--- src/rtl/multicycle_alu_pkg.sv ---
// Shared definitions for the iterative execute-stage ALU: alu_op encodings and FSM states.
// Used by both build variants (MULTICYCLE_ALU_FAST_SHIFT_EN defined or not).
package multicycle_alu_pkg;

    localparam logic [3:0] ALU_OP_ADD = 4'd0;
    localparam logic [3:0] ALU_OP_SUB = 4'd1;
    localparam logic [3:0] ALU_OP_SLL = 4'd2;
    localparam logic [3:0] ALU_OP_XOR = 4'd3;
    localparam logic [3:0] ALU_OP_OR  = 4'd4;
    localparam logic [3:0] ALU_OP_AND = 4'd5;
    localparam logic [3:0] ALU_OP_SRL = 4'd6;
    localparam logic [3:0] ALU_OP_BEQ = 4'd7;
    localparam logic [3:0] ALU_OP_BNE = 4'd8;
    localparam logic [3:0] ALU_OP_BLT = 4'd9;
    localparam logic [3:0] ALU_OP_BGE = 4'd10;

    typedef enum logic [1:0] {
        ALU_ST_IDLE  = 2'd0,
        ALU_ST_SHIFT = 2'd1,
        ALU_ST_DONE  = 2'd2
    } alu_state_e;

    function automatic logic is_shift_op(input logic [3:0] op);
        return (op == ALU_OP_SLL) || (op == ALU_OP_SRL);
    endfunction

endpackage

--- src/rtl/multicycle_alu_comb.sv ---
// One-cycle ALU datapath: arithmetic, logic and branch compare. With MULTICYCLE_ALU_FAST_SHIFT_EN
// it also holds the barrel shifter; otherwise shift ops pass operand 1 through for the serial loop.
module alu_comb
    import multicycle_alu_pkg::*;
#(
    parameter int DATA_WIDTH  = 32,
    parameter int SHAMT_WIDTH = 5
) (
    input  logic [3:0]            alu_op,
    input  logic [DATA_WIDTH-1:0] alu_in_1,
    input  logic [DATA_WIDTH-1:0] alu_in_2,
    output logic [DATA_WIDTH-1:0] alu_result,
    output logic                  alu_bcond
);

    logic [DATA_WIDTH-1:0] w_diff;

    assign w_diff = alu_in_1 - alu_in_2;

    // NOTE: every output gets a default before the case so no path leaves it unassigned (no latch).
    always_comb begin
        alu_result = '0;
        alu_bcond  = 1'b0;
        case (alu_op)
            ALU_OP_ADD: alu_result = alu_in_1 + alu_in_2;
            ALU_OP_SUB: alu_result = w_diff;
`ifdef MULTICYCLE_ALU_FAST_SHIFT_EN
            ALU_OP_SLL: alu_result = alu_in_1 << alu_in_2[SHAMT_WIDTH-1:0];
            ALU_OP_SRL: alu_result = alu_in_1 >> alu_in_2[SHAMT_WIDTH-1:0];
`else
            ALU_OP_SLL,
            ALU_OP_SRL: alu_result = alu_in_1;
`endif
            ALU_OP_XOR: alu_result = alu_in_1 ^ alu_in_2;
            ALU_OP_OR:  alu_result = alu_in_1 | alu_in_2;
            ALU_OP_AND: alu_result = alu_in_1 & alu_in_2;
            ALU_OP_BEQ: begin
                alu_result = w_diff;
                alu_bcond  = (alu_in_1 == alu_in_2);
            end
            ALU_OP_BNE: begin
                alu_result = w_diff;
                alu_bcond  = (alu_in_1 != alu_in_2);
            end
            ALU_OP_BLT: begin
                alu_result = w_diff;
                alu_bcond  = ($signed(alu_in_1) < $signed(alu_in_2));
            end
            ALU_OP_BGE: begin
                alu_result = w_diff;
                alu_bcond  = ($signed(alu_in_1) >= $signed(alu_in_2));
            end
            default: ;
        endcase
    end

endmodule

--- src/rtl/multicycle_alu.sv ---
// Iterative execute-stage ALU with valid/ready handshakes. Logical shifts run one bit per cycle
// unless MULTICYCLE_ALU_FAST_SHIFT_EN is defined, in which case every op takes one cycle.
module multicycle_alu
    import multicycle_alu_pkg::*;
#(
    parameter int DATA_WIDTH  = 32,
    parameter int SHAMT_WIDTH = 5
) (
    input  logic                  clk,
    input  logic                  reset,
    input  logic                  in_valid,
    output logic                  in_ready,
    input  logic [3:0]            alu_op,
    input  logic [DATA_WIDTH-1:0] alu_in_1,
    input  logic [DATA_WIDTH-1:0] alu_in_2,
    output logic                  out_valid,
    input  logic                  out_ready,
    output logic [DATA_WIDTH-1:0] alu_result,
    output logic                  alu_bcond
);

    logic [DATA_WIDTH-1:0] w_result;
    logic                  w_bcond;

    alu_state_e            r_state;
    logic [DATA_WIDTH-1:0] r_result;
    logic                  r_bcond;
`ifndef MULTICYCLE_ALU_FAST_SHIFT_EN
    logic [3:0]            r_op;
    logic [SHAMT_WIDTH-1:0] r_cnt;
`endif

    alu_comb #(
        .DATA_WIDTH (DATA_WIDTH),
        .SHAMT_WIDTH(SHAMT_WIDTH)
    ) u_alu_comb (
        .alu_op    (alu_op),
        .alu_in_1  (alu_in_1),
        .alu_in_2  (alu_in_2),
        .alu_result(w_result),
        .alu_bcond (w_bcond)
    );

    // NOTE: sequential state uses non-blocking assignments so every register samples pre-edge values.
    always_ff @(posedge clk or negedge reset) begin
        if (!reset) begin
            r_state  <= ALU_ST_IDLE;
            r_result <= '0;
            r_bcond  <= 1'b0;
`ifndef MULTICYCLE_ALU_FAST_SHIFT_EN
            r_op     <= '0;
            r_cnt    <= '0;
`endif
        end else begin
            case (r_state)
                ALU_ST_IDLE: begin
                    if (in_valid) begin
                        r_result <= w_result;
                        r_bcond  <= w_bcond;
`ifndef MULTICYCLE_ALU_FAST_SHIFT_EN
                        r_op     <= alu_op;
                        r_cnt    <= alu_in_2[SHAMT_WIDTH-1:0];
                        // Shift by zero needs no iterations; the pass-through result is already final.
                        if (is_shift_op(alu_op) && (alu_in_2[SHAMT_WIDTH-1:0] != '0))
                            r_state <= ALU_ST_SHIFT;
                        else
                            r_state <= ALU_ST_DONE;
`else
                        r_state  <= ALU_ST_DONE;
`endif
                    end
                end
`ifndef MULTICYCLE_ALU_FAST_SHIFT_EN
                ALU_ST_SHIFT: begin
                    if (r_op == ALU_OP_SLL)
                        r_result <= {r_result[DATA_WIDTH-2:0], 1'b0};
                    else
                        r_result <= {1'b0, r_result[DATA_WIDTH-1:1]};
                    r_cnt <= r_cnt - SHAMT_WIDTH'(1);
                    if (r_cnt == SHAMT_WIDTH'(1))
                        r_state <= ALU_ST_DONE;
                end
`endif
                ALU_ST_DONE: begin
                    if (out_ready)
                        r_state <= ALU_ST_IDLE;
                end
                default: r_state <= ALU_ST_IDLE;
            endcase
        end
    end

    assign in_ready   = (r_state == ALU_ST_IDLE);
    assign out_valid  = (r_state == ALU_ST_DONE);
    assign alu_result = r_result;
    assign alu_bcond  = r_bcond;

endmodule

--- config.mk ---
export PLATFORM = sky130hd
export DESIGN_NAME = multicycle_alu
export DESIGN_NICKNAME = d
export VERILOG_FILES = /design/src/rtl/multicycle_alu_pkg.sv /design/src/rtl/multicycle_alu_comb.sv /design/src/rtl/multicycle_alu.sv
export SDC_FILE = /design/constraint.sdc
export NUM_CORES = 1
export LEC_CHECK = 0
export ABC_CLOCK_PERIOD_IN_PS = 6900
export BUFFER_PORTS_ARGS = -buffer_cell sky130_fd_sc_hd__buf_4
export CAP_MARGIN = 25
export CORE_MARGIN = 2
export CORE_UTILIZATION = 55
export CTS_CLUSTER_SIZE = 30
export DETAILED_ROUTE_END_ITERATION = 10
export MAX_ROUTING_LAYER = met4
export PLACE_DENSITY = 0.86
export SYNTH_ARGS = -nofsm -noshare
export SYNTH_HDL_FRONTEND = slang
export SYNTH_SLANG_ARGS = --single-unit
--- constraint.sdc ---
create_clock -name clk -period 6.9 [get_ports clk]
set_input_delay 0.345 -clock clk [delete_from_list [all_inputs] [get_ports clk]]
set_output_delay 0.345 -clock clk [all_outputs]
set_load 0.02 [all_outputs]
==> results list <==
- Of the cells placed in the final design, the portion with a size suffix greater than 1 is 12.6%.
- Top-area cell type share of the netlist area: 17.1%
* Yosys cell types: 83
* Cts bufs inserted: 5
- Final number of setup-violating endpoints: 0
- The worst path in the final design needs a cycle of 3.20 ns, including I/O delays and setup.
- Maximum clock frequency: 312 MHz
* Worst VDD drop: 0.000122 V
- Cell leakage power: 4.05 nW
- STA puts the critical path data arrival time at 3.43 ns.
- In the synthesized netlist the dominant register cell turns out to be sky130_fd_sc_hd__dfrtp_1.
* Synth-to-layout area growth: 13.0%
- Height of the die: 123 µm
- Path class of the lowest-slack min-delay path: in -> async
- Final Net Count: 1357
- Clock H-tree levels: 2
- After detailed routing, the average wire length per cell comes to 19.4 µm.
- For this design, the sink count on the clock tree is 44.
- After clock tree synthesis, the flow added hold-fix buffers numbering 0.
* Mapped Nets: 1300
- Number of enable flip-flop cells after synthesis: 0
- Largest buffer count on any clock path: 2
- The first global-routing pass estimated 41.8 mm of wire.
- The congestion estimate from routability-driven global placement came to 1.01.
* Setup repair after global routing missed its margin: no
- Master of the slowest instance on the critical path: sky130_fd_sc_hd__a2111oi_0
- Counting flops with an async set or reset pin after synthesis yields a share of 100%.
- Depth of the worst register-to-register path: 7
* Clock tree from TritonCTS: yes
* Worst-skew pair later-pin latency: 0.30 ns
- Summed over all instances, the cell type with the most area after synthesis is sky130_fd_sc_hd__ha_1.
* Max stage delay on crit path: 0.66 ns
- Worst Clk Skew: 0.0118 ns
- After detailed routing, the number of vias per cell comes to 6.66.
- Antenna violations before repair: 0
* Transition at the pin with the smallest max-transition slack: 0.953 ns
- In this run the power density over the cells is 228 nW/µm².
- Top cells by area in the synthesized netlist: sky130_fd_sc_hd__ha_1, sky130_fd_sc_hd__dfrtp_1, sky130_fd_sc_hd__a21oi_1
* Number of resized instances in the post-cts repair step: 0
* Critical path start-end classification: in -> reg
- Num rows: 43
- The synthesized design contains 44 register bits.
* Input/output buffers: 106
- The cell sitting at the root of the clock tree is a sky130_fd_sc_hd__clkbuf_16.
- Overall overflow remaining after global route: 0
- The repair_antennas step left the layout with diodes totalling 0.
* Final max-slew violation count: 0
* Total die area: 15200 µm²
- Excluding fillers, the count of instances in the completed layout stands at 1357.
* Die X-Extent: 123 µm
- The worst setup path is launched from an input pin.
- Total core area: 13900 µm²
* Total length of routed wires: 26.3 mm
* Fin. Hold Viols: 0
- Clock-pin slew was measured on the worst setup and hold paths at 0.07 ns.
* Flop2flop setup slack: 3.98 ns
- The detail route stage leaves a number of antenna-violating nets equal to 0.
- For this run, the number of Yosys warnings is 0.
* Worst max-slew margin expressed relative to the limit: 36.1%
- Critical Path, Cell by Cell: buf_4, inv_1, ha_1, and4_1, nand2_1, a21oi_1, o21ai_0, a2111oi_0, or2_1, a31oi_1, or4_1, nand3_1
* Data required time at the worst endpoint: 7.13 ns
- Entering global routing, the biggest net connects 45 pins.
- After legalization and detailed placement, the total HPWL measured 19.4 mm.
- Number of maximum-capacitance constraint violations: 0
- Max Fanout on Critical Path: 11
- The number of global-route vias before repair is 8327.
- After detailed routing, the number of remaining DRC violations is 0.
- For this run, the detailed router's first-pass iteration total came to 5.
- Post-Syn Area: 7840 µm²
* Kind of capture point of the worst setup path: flop
- Sequential element share of the synthesized area: 14.1%
* Post-placement cell count: 1349
- The worst path uses 46.4% of the clock period.
- During I/O placement, the number of pins put on the boundary was 107.
- Counting the fill cells in the layout gives 1285.
* Result of the run: completed
- Gr usage total: 35.2%
- The startpoint identified for the worst register-to-register timing path is r_state[0].
- Via Count: 9031
* Number of cells produced by synthesis: 1119
* Initial Utilization: 56.4%
- Count of buffers added by post-CTS timing repair for setup: 0
- For this block, the initial DRC count from the detailed router was 1152.
* Worst r2r dst: alu_result[29]
* Average cell area after synthesis: 7.00 µm²
- Adding up every negative setup slack in the final design gives 0 ns.
critical path: cells and delay by family:
kind                       cells  cell delay, ns
adders and majority gates      1            0.51
AOI/OAI and AO/OA              4            1.26
and+or+nand+nor                5            1.17
buffers and inverters          2            0.14
synthesized netlist by cell type (5+ instances only):
master / number
sky130_fd_sc_hd__o21bai_1: 15
sky130_fd_sc_hd__o21ai_1: 5
sky130_fd_sc_hd__ha_1: 107
sky130_fd_sc_hd__nor2b_1: 15
sky130_fd_sc_hd__o221ai_1: 9
sky130_fd_sc_hd__nand4_1: 15
sky130_fd_sc_hd__nor2_1: 88
sky130_fd_sc_hd__o211ai_1: 16
sky130_fd_sc_hd__a22oi_1: 21
sky130_fd_sc_hd__mux2i_1: 13
sky130_fd_sc_hd__a221o_1: 6
sky130_fd_sc_hd__a221oi_1: 14
sky130_fd_sc_hd__clkbuf_1: 47
sky130_fd_sc_hd__nor4_1: 5
sky130_fd_sc_hd__o2111ai_1: 8
sky130_fd_sc_hd__nand3_1: 17
sky130_fd_sc_hd__a31oi_1: 9
sky130_fd_sc_hd__a2111oi_0: 10
sky130_fd_sc_hd__o22ai_1: 12
sky130_fd_sc_hd__xnor2_1: 7
sky130_fd_sc_hd__a21o_1: 13
sky130_fd_sc_hd__dfrtp_1: 44
sky130_fd_sc_hd__a211oi_1: 16
sky130_fd_sc_hd__and3_1: 6
sky130_fd_sc_hd__o31ai_1: 16
sky130_fd_sc_hd__nor3_1: 31
sky130_fd_sc_hd__buf_2: 11
sky130_fd_sc_hd__or3_1: 8
sky130_fd_sc_hd__nand2b_1: 14
sky130_fd_sc_hd__a21oi_1: 135
sky130_fd_sc_hd__inv_1: 102
sky130_fd_sc_hd__buf_1: 5
sky130_fd_sc_hd__nand2_1: 109
sky130_fd_sc_hd__o21a_1: 7
sky130_fd_sc_hd__o21ai_0: 84
power breakdown:
part	internal, mW	switching [mW]	leakage, nW
logic	0.462	0.735	3.42
clock network	0.172	0.113	0.0804
registers	0.376	0.156	0.547
final cells by class:
type                       count  area, µm²  area share (%)
multi-input combinational    904       6080            68.7
sequential                    44       1100            12.4
inverter                     103        387            4.37
clock buffer                   5        125            1.41
clock inverter                 3       46.3           0.523
tap                          180        225            2.54
timing repair buffer         118        886            10.0
state kept, by name, summed over array words and instances (netlist names):
register and flops:
alu_result 32, r_cnt 5, r_op 4, r_state 2
alu_bcond 1
worst max path at each step:
stage	slack, ns	start	cells after the start	end
4_1_cts	3.85	alu_in_1[8]	12	alu_result[29]
3_5_place_dp	3.54	alu_in_1[8]	12	alu_result[29]
5_1_grt	3.57	alu_in_1[7]	12	alu_result[28]
3_3_place_gp	3.67	alu_in_1[8]	12	alu_result[29]
6_report	3.70	alu_in_1[8]	12	alu_result[29]
2_1_floorplan	4.20	alu_in_1[11]	12	alu_result[29]
cells by family after synthesis:
kind of cell | Yosys count | share of synthesized area [%]
compound gates | 444 | 37.2
simple gates | 330 | 19.9
buf+inv | 171 | 8.70
fa+ha+maj | 109 | 17.6
flops | 44 | 14.1
mux | 13 | 1.66
xor+xnor | 8 | 0.894
per-stage QoR:
| stage | util, % | power (mW) | cell area (µm²) | setup slack, ns | hold WS, ns |
|---|---|---|---|---|---|
| floorplan | - | 1.26 | 7840 | 4.20 | 0.0494 |
| global placement | 62.5 | 1.68 | 8680 | 3.67 | 0.385 |
| detailed placement | 62.5 | 1.70 | 8680 | 3.54 | 0.388 |
| CTS | 63.8 | 1.98 | 8850 | 3.85 | 0.0817 |
| global route | 63.8 | 2.14 | 8850 | 3.57 | 0.0981 |
| finish | 63.8 | 2.01 | 8850 | 3.70 | 0.0619 |
metal layers:
| layer | GRT usage (%) | vias up | wire (µm) |
|---|---|---|---|
| met1 | 47.7 | 4181 | 11000 |
| li1 | - | 4204 | - |
| met4 | 11.2 | 0 | 760 |
| met3 | 4.43 | 80 | 2660 |
| met5 | - | - | 0 |
| met2 | 54.8 | 566 | 11800 |
layout by cell type, fill, tap and decap left out, types with 9 or more instances in the layout:
cell                        synthesis  layout
sky130_fd_sc_hd__a21oi_1          135     135
sky130_fd_sc_hd__buf_4              3     118
sky130_fd_sc_hd__nand2_1          109     109
sky130_fd_sc_hd__ha_1             107     107
sky130_fd_sc_hd__inv_1            102     102
sky130_fd_sc_hd__nor2_1            88      87
sky130_fd_sc_hd__o21ai_0           84      84
sky130_fd_sc_hd__dfrtp_1           44      44
sky130_fd_sc_hd__nor3_1            31      31
sky130_fd_sc_hd__a22oi_1           21      21
sky130_fd_sc_hd__nand3_1           17      17
sky130_fd_sc_hd__o211ai_1          16      16
sky130_fd_sc_hd__o31ai_1           16      16
sky130_fd_sc_hd__a211oi_1          16      16
sky130_fd_sc_hd__nor2b_1           15      15
sky130_fd_sc_hd__nand4_1           15      15
sky130_fd_sc_hd__nand2b_1          14      14
sky130_fd_sc_hd__o21bai_1          15      14
sky130_fd_sc_hd__a221oi_1          14      14
sky130_fd_sc_hd__a21o_1            13      13
sky130_fd_sc_hd__mux2i_1           13      13
sky130_fd_sc_hd__o22ai_1           12      12
sky130_fd_sc_hd__a2111oi_0         10      10
sky130_fd_sc_hd__a31oi_1            9       9
sky130_fd_sc_hd__o221ai_1           9       9
Power figures use the tool's default switching activity.
